--- config.mk ---
export PLATFORM = sky130hd
export DESIGN_NAME = miriscv_pipe_ctrl
export DESIGN_NICKNAME = d
export VERILOG_FILES = /design/src/rtl/miriscv_gpr_pkg.sv /design/src/rtl/miriscv_pkg.sv /design/src/rtl/miriscv_raw_hazard_detect.sv /design/src/rtl/miriscv_pipe_ctrl.sv
export SDC_FILE = /design/constraint.sdc
export NUM_CORES = 1
export LEC_CHECK = 0
export ABC_AREA = 1
export BUFFER_PORTS_ARGS = -buffer_cell sky130_fd_sc_hd__buf_4
export CORE_UTILIZATION = 47
export DETAILED_ROUTE_END_ITERATION = 7
export PLACE_DENSITY_LB_ADDON = 0.25
export SYNTH_ARGS = -nofsm -noshare
export SYNTH_HDL_FRONTEND = slang
export SYNTH_HIERARCHICAL = 1
export SYNTH_SLANG_ARGS = --single-unit
--- constraint.sdc ---
create_clock -name clk_i -period 4.2 [get_ports clk_i]
set_input_delay 0.84 -clock clk_i [delete_from_list [all_inputs] [get_ports clk_i]]
set_output_delay 0.84 -clock clk_i [all_outputs]
set_load 0.05 [all_outputs]
--- src/rtl/miriscv_gpr_pkg.sv ---
// General-purpose register file parameters.
package miriscv_gpr_pkg;

   localparam int GPR_ADDR_W = 5;

endpackage

--- src/rtl/miriscv_pkg.sv ---
// Core-wide package: datapath width and pipeline control FSM states.
package miriscv_pkg;

   localparam int XLEN = 32;

   typedef enum logic [1:0] {
      BOOT  = 2'd0,
      RUN   = 2'd1,
      DRAIN = 2'd2
   } pipe_ctrl_state_e;

endpackage

--- src/rtl/miriscv_raw_hazard_detect.sv ---
// Read-after-write hazard detector: compares the stage-0 source registers
// against the destinations of every older in-flight stage. Purely combinational.
module miriscv_raw_hazard_detect
   import miriscv_gpr_pkg::*;
#(
   parameter int NUM_STAGES = 5
) (
   input  logic [NUM_STAGES-1:0]                 valid_i,
   input  logic [NUM_STAGES-1:0]                 rd_we_i,
   input  logic [NUM_STAGES-1:0][GPR_ADDR_W-1:0] rd_addr_i,
   input  logic [GPR_ADDR_W-1:0]                 rs1_addr_i,
   input  logic [GPR_ADDR_W-1:0]                 rs2_addr_i,
   input  logic                                  rs1_req_i,
   input  logic                                  rs2_req_i,
   output logic                                  raw_o
);

   logic [NUM_STAGES-1:0] hit;

   // Stage 0 is the consumer itself, so it never produces a hit.
   assign hit[0] = 1'b0;

   genvar k;
   generate
      for (k = 1; k < NUM_STAGES; k++) begin : g_cmp
         // x0 is hard-wired zero, so a write to it is never a real producer.
         assign hit[k] = valid_i[k] & rd_we_i[k] & (rd_addr_i[k] != '0) &
                         ((rs1_req_i & (rs1_addr_i == rd_addr_i[k])) |
                          (rs2_req_i & (rs2_addr_i == rd_addr_i[k])));
      end
   endgenerate

   assign raw_o = valid_i[0] & (|hit);

   // Stage-0 destination fields carry no producer information here.
   logic unused_stage0;
   assign unused_stage0 = rd_we_i[0] ^ (^rd_addr_i[0]);

endmodule

--- src/rtl/miriscv_pipe_ctrl.sv ---
// Pipeline control: per-stage stall/kill, fetch PC redirect, boot redirect
// and FENCE.I drain. Optional performance counters are built when
// MIRISCV_PIPE_CTRL_PERF_EN is defined.
module miriscv_pipe_ctrl
   import miriscv_pkg::*;
   import miriscv_gpr_pkg::*;
#(
   parameter int NUM_STAGES  = 5,
   parameter int BOOT_CYCLES = 2
) (
   input  logic                                  clk_i,
   input  logic                                  arstn_i,
   input  logic [XLEN-1:0]                       boot_addr_i,
   input  logic [NUM_STAGES-1:0]                 stall_req_i,
   input  logic [NUM_STAGES-1:0]                 valid_i,
   input  logic [GPR_ADDR_W-1:0]                 rs1_addr_i,
   input  logic [GPR_ADDR_W-1:0]                 rs2_addr_i,
   input  logic                                  rs1_req_i,
   input  logic                                  rs2_req_i,
   input  logic [NUM_STAGES-1:0][GPR_ADDR_W-1:0] rd_addr_i,
   input  logic [NUM_STAGES-1:0]                 rd_we_i,
   input  logic                                  fence_i_req_i,
   input  logic [XLEN-1:0]                       fence_next_pc_i,
   input  logic                                  res_prediction_i,
   input  logic                                  res_taken_i,
   input  logic [XLEN-1:0]                       res_target_pc_i,
   input  logic [XLEN-1:0]                       res_next_pc_i,
   output logic [NUM_STAGES-1:0]                 stall_o,
   output logic [NUM_STAGES-1:0]                 kill_o,
   output logic                                  force_o,
   output logic [XLEN-1:0]                       force_pc_o,
`ifdef MIRISCV_PIPE_CTRL_PERF_EN
   output logic [31:0]                           stall_cnt_o,
   output logic [31:0]                           mispred_cnt_o,
`endif
   output logic                                  fence_done_o
);

   localparam logic [3:0] BOOT_LAST = 4'(BOOT_CYCLES - 1);

   pipe_ctrl_state_e      state_q;
   logic [3:0]            boot_cnt_q;
   logic [XLEN-1:0]       fence_pc_q;

   logic                  raw;
   logic                  mispredict;
   logic                  older_idle;
   logic                  drain_done;
   logic                  fence_start;
   logic [NUM_STAGES-1:0] stall_chain;

   miriscv_raw_hazard_detect #(
      .NUM_STAGES (NUM_STAGES)
   ) u_raw (
      .valid_i    (valid_i),
      .rd_we_i    (rd_we_i),
      .rd_addr_i  (rd_addr_i),
      .rs1_addr_i (rs1_addr_i),
      .rs2_addr_i (rs2_addr_i),
      .rs1_req_i  (rs1_req_i),
      .rs2_req_i  (rs2_req_i),
      .raw_o      (raw)
   );

   assign mispredict  = (state_q != BOOT) & valid_i[NUM_STAGES-1] &
                        (res_prediction_i ^ res_taken_i);
   assign older_idle  = ~(|valid_i[NUM_STAGES-1:1]);
   // A mispredict in DRAIN kills the fence, so it never completes that cycle.
   assign drain_done  = (state_q == DRAIN) & older_idle & ~mispredict;
   assign fence_start = valid_i[0] & fence_i_req_i & ~mispredict & ~raw;

   // A stall in a stage back-pressures every younger stage.
   always_comb begin
      stall_chain = '0;
      for (int i = 0; i < NUM_STAGES; i++)
         stall_chain[i] = |(stall_req_i >> i);
   end

   // Output mux; redirect priority is boot, then mispredict, then fence refetch.
   always_comb begin
      stall_o      = stall_chain;
      stall_o[0]   = stall_chain[0] | raw | (state_q == DRAIN);
      kill_o       = '0;
      force_o      = 1'b0;
      force_pc_o   = boot_addr_i;
      fence_done_o = 1'b0;
      if (state_q == BOOT) begin
         stall_o    = '0;
         force_o    = 1'b1;
         force_pc_o = boot_addr_i;
      end else if (mispredict) begin
         kill_o     = '1;
         force_o    = 1'b1;
         force_pc_o = res_taken_i ? res_target_pc_i : res_next_pc_i;
      end else if (drain_done) begin
         kill_o[0]    = 1'b1;
         force_o      = 1'b1;
         force_pc_o   = fence_pc_q;
         fence_done_o = 1'b1;
      end
   end

   // Control FSM: boot countdown, then run with FENCE.I drain excursions.
   always_ff @(posedge clk_i or negedge arstn_i) begin
      if (!arstn_i) begin
         state_q    <= BOOT;
         boot_cnt_q <= '0;
         fence_pc_q <= '0;
      end else begin
         case (state_q)
            BOOT: begin
               boot_cnt_q <= boot_cnt_q + 4'd1;
               if (boot_cnt_q == BOOT_LAST) state_q <= RUN;
            end
            RUN: begin
               if (fence_start) begin
                  state_q    <= DRAIN;
                  fence_pc_q <= fence_next_pc_i;
               end
            end
            DRAIN: begin
               if (mispredict || older_idle) state_q <= RUN;
            end
            default: state_q <= BOOT;
         endcase
      end
   end

`ifdef MIRISCV_PIPE_CTRL_PERF_EN
   logic [31:0] stall_cnt_q;
   logic [31:0] mispred_cnt_q;

   // Event counters; they wrap naturally at 2^32.
   always_ff @(posedge clk_i or negedge arstn_i) begin
      if (!arstn_i) begin
         stall_cnt_q   <= '0;
         mispred_cnt_q <= '0;
      end else begin
         if ((state_q != BOOT) && stall_o[0]) stall_cnt_q <= stall_cnt_q + 32'd1;
         if (mispredict) mispred_cnt_q <= mispred_cnt_q + 32'd1;
      end
   end

   assign stall_cnt_o   = stall_cnt_q;
   assign mispred_cnt_o = mispred_cnt_q;
`endif

endmodule

==> out/results.txt <==
design area - 0.005383 mm²
Worst Hold Class - reg2reg
Via Count - 4,647
Nets - 1,036
Total GRT Usage - 0.2991
drt total wl - 12.23 mm
Yosys top cell area share - 0.3498
Max Cap Violations - 0
Worst-path clk slew - 0.08 ns
post-route ant nets - 0
async set-reset flop share out of synthesis - 1.000
fillers - 614
FF+latch area - 950.9 µm²
critical path endpoint category - output pin
CTS tree - built
chip height - 89.71 µm
internal reg-to-reg setup slack - 2.41 ns
RSZ-0062 raised after global routing - false
Clock Skew - 0.01171 ns
setup_tns - 0 ns
Initial Utilization - 0.4933
Power Density - 426.0 mW/mm²
IO Pins - 229
Post-synth EDFFs - 0
FP Rows - 31
post_cts resized - 0
Layout area overhead - 48.86%
CTS buffer count - 5
Mapped Area - 0.003616 mm²
die width - 89.71 µm
port buffer count - 222
LEAKAGE - 3.289 nW
Max-slew headroom - 0.4591
DRC Markers - 0
TritonRoute pass-1 iters - 4
Fmax achieved - 280.5 MHz
clock buffer depth - 2
final critical-path share of the clock period - 0.8487
setup bufs post-CTS - 0
initial antenna violation count - 0
status - finished, final reports clean
Synth top cells by count - 337 x nand2_1, 67 x inv_1, 48 x nand3_1
via density per instance - 4.897
share of layout cells above drive strength 1 - 0.3329
final slew viol count - 0
CTS Hold Bufs - 0
area leader, netlist - nand2_1
vias in the first global route - 4,302
core area - 0.007331 mm²
die area - 0.008048 mm²
first-pass GRT wire length - 19.70 mm
Detail Placement HPWL - 9.657 mm
clk sinks - 38
post-layout minimum cycle time - 3.565 ns
Critical Path Fanout Max - 36
CP startpoint kind - input port
Synthesized Nets - 832
Worst-Skew Late Latency - 0.30 ns
largest cells by area after synthesis - nand2_1 35%, dfrtp_1 26%, inv_1 7.0%, nand3_1 6.6%, o21ai_2 6.1%
Multi-input gate area - 0.002182 mm²
WP data arrival - 2.72 ns
wire per inst - 12.89 µm
total number of yosys warnings - 6
critical path type - in2out
clk root buf - clkbuf_8
register area share after synthesis - 0.2630
number of synthesized register bits - 38
count leader, synth - nand2_1
Req. time, crit path - 3.36 ns
Synth cell types - 26
gr ovfl total - 0
# diodes - 0
pre-CTS setup slack - 0.6285 ns
largest net degree at the start of global routing - 66
initial DRC count - 248
Slew @ Worst Pin - 0.8113 ns
Main synth FF type - dfrtp_1
final setup violation count - 0
final hold vios - 0
Mean Syn Cell Area - 5.606 µm²
RePlAce Congestion - 0.8904
H-tree levels - 2
Final Worst Setup Slack - 0.6353 ns
Final Util - 0.7343
Placed Area - 0.005245 mm²
Mapped Cells - 645
maximum vdd ir drop - 0.3641 mV
-- stage by stage --
stage	hold slack [ns]	power (mW)	instances
after global placement	0.4597	1.872	941
final	0.4903	2.293	949
after global routing	0.5047	2.436	949
after floorplan	0.4405	1.517	645
after CTS	0.4896	2.303	949
after detailed placement	0.4694	1.921	941
-- routing by layer --
| metal | GRT usage | vias up | part of all wire |
|---|---|---|---|
| met5 | 0 | - | 0 |
| met4 | 0.06421 | 0 | 0.011 |
| met3 | 0.05668 | 13 | 0.075 |
| met2 | 0.5532 | 187 | 0.51 |
| met1 | 0.3572 | 2101 | 0.41 |
| li1 | - | 2346 | - |
-- placed cells by master, fill, tap and decap left out --
cell type / synthesis / final
nand2_1: 337 / 337
buf_4: 6 / 225
inv_1: 67 / 67
nand3_1: 48 / 48
nor2_1: 45 / 45
dfrtp_1: 38 / 38
o21ai_2: 25 / 25
nand2_2: 11 / 11
inv_2: 11 / 11
o21ai_1: 11 / 11
clkbuf_8: 0 / 5
nor3_1: 4 / 4
a21oi_1: 4 / 4
o21ai_0: 4 / 4
nand4_1: 2 / 2
xor2_1: 2 / 2
ha_1: 2 / 2
bufinv_16: 0 / 2
inv_4: 1 / 1
nand2_4: 1 / 1
nor4_1: 1 / 1
and3_1: 1 / 1
nand3_4: 0 / 1
xnor2_1: 1 / 1
clkinv_4: 0 / 1
-- sequential cells by signal (all words and copies together), names as in the netlist --
signal and cells:
boot_cnt_q 4, fence_pc_q 32, state_q 2
-- worst max-delay path, stage by stage --
cell and delay, ns:
buf_4 0.23, inv_4 0.34, nand2_1 0.11, nand2_2 0.10
nand2_4 0.08, inv_2 0.50, nand2_1 0.18, nand3_1 0.13
buf_4 0.20
-- power breakdown --
group | switching (mW) | internal (mW)
logic | 0.808 | 0.458
clock network | 0.141 | 0.238
registers | 0.109 | 0.539
total | 1.06 | 1.24
-- cells by family after synthesis --
family	after synthesis	share of synthesized area
AOI/OAI and AO/OA	44	0.08685
xor gates and xnor gates	3	0.007268
adders and majority gates	2	0.006919
DFF	38	0.2630
buffers and inverters	107	0.1356
and+or+nand+nor	451	0.5003
-- final timing paths --
kind                           startpoint        endpoint  cells past startpoint
max in group asynchronous         arstn_i  fence_pc_q[19]                      1
max reg2reg                    state_q[0]  fence_pc_q[28]                      7
min reg2reg                fence_pc_q[26]  fence_pc_q[26]                      2
max                           res_taken_i   force_pc_o[2]                      9
min in group asynchronous         arstn_i   fence_pc_q[0]                      1
min                        fence_pc_q[26]  fence_pc_q[26]                      2
-- layout make-up --
cell class	count	share of cell area
Clock buffer	5	0.01278
Timing Repair Buffer	225	0.3138
Sequential cell	38	0.1767
Tap cell	99	0.02301
Clock inverter	3	0.01278
Inverter	79	0.05556
Multi-Input combinational cell	500	0.4054
Power figures use the tool's default switching activity.
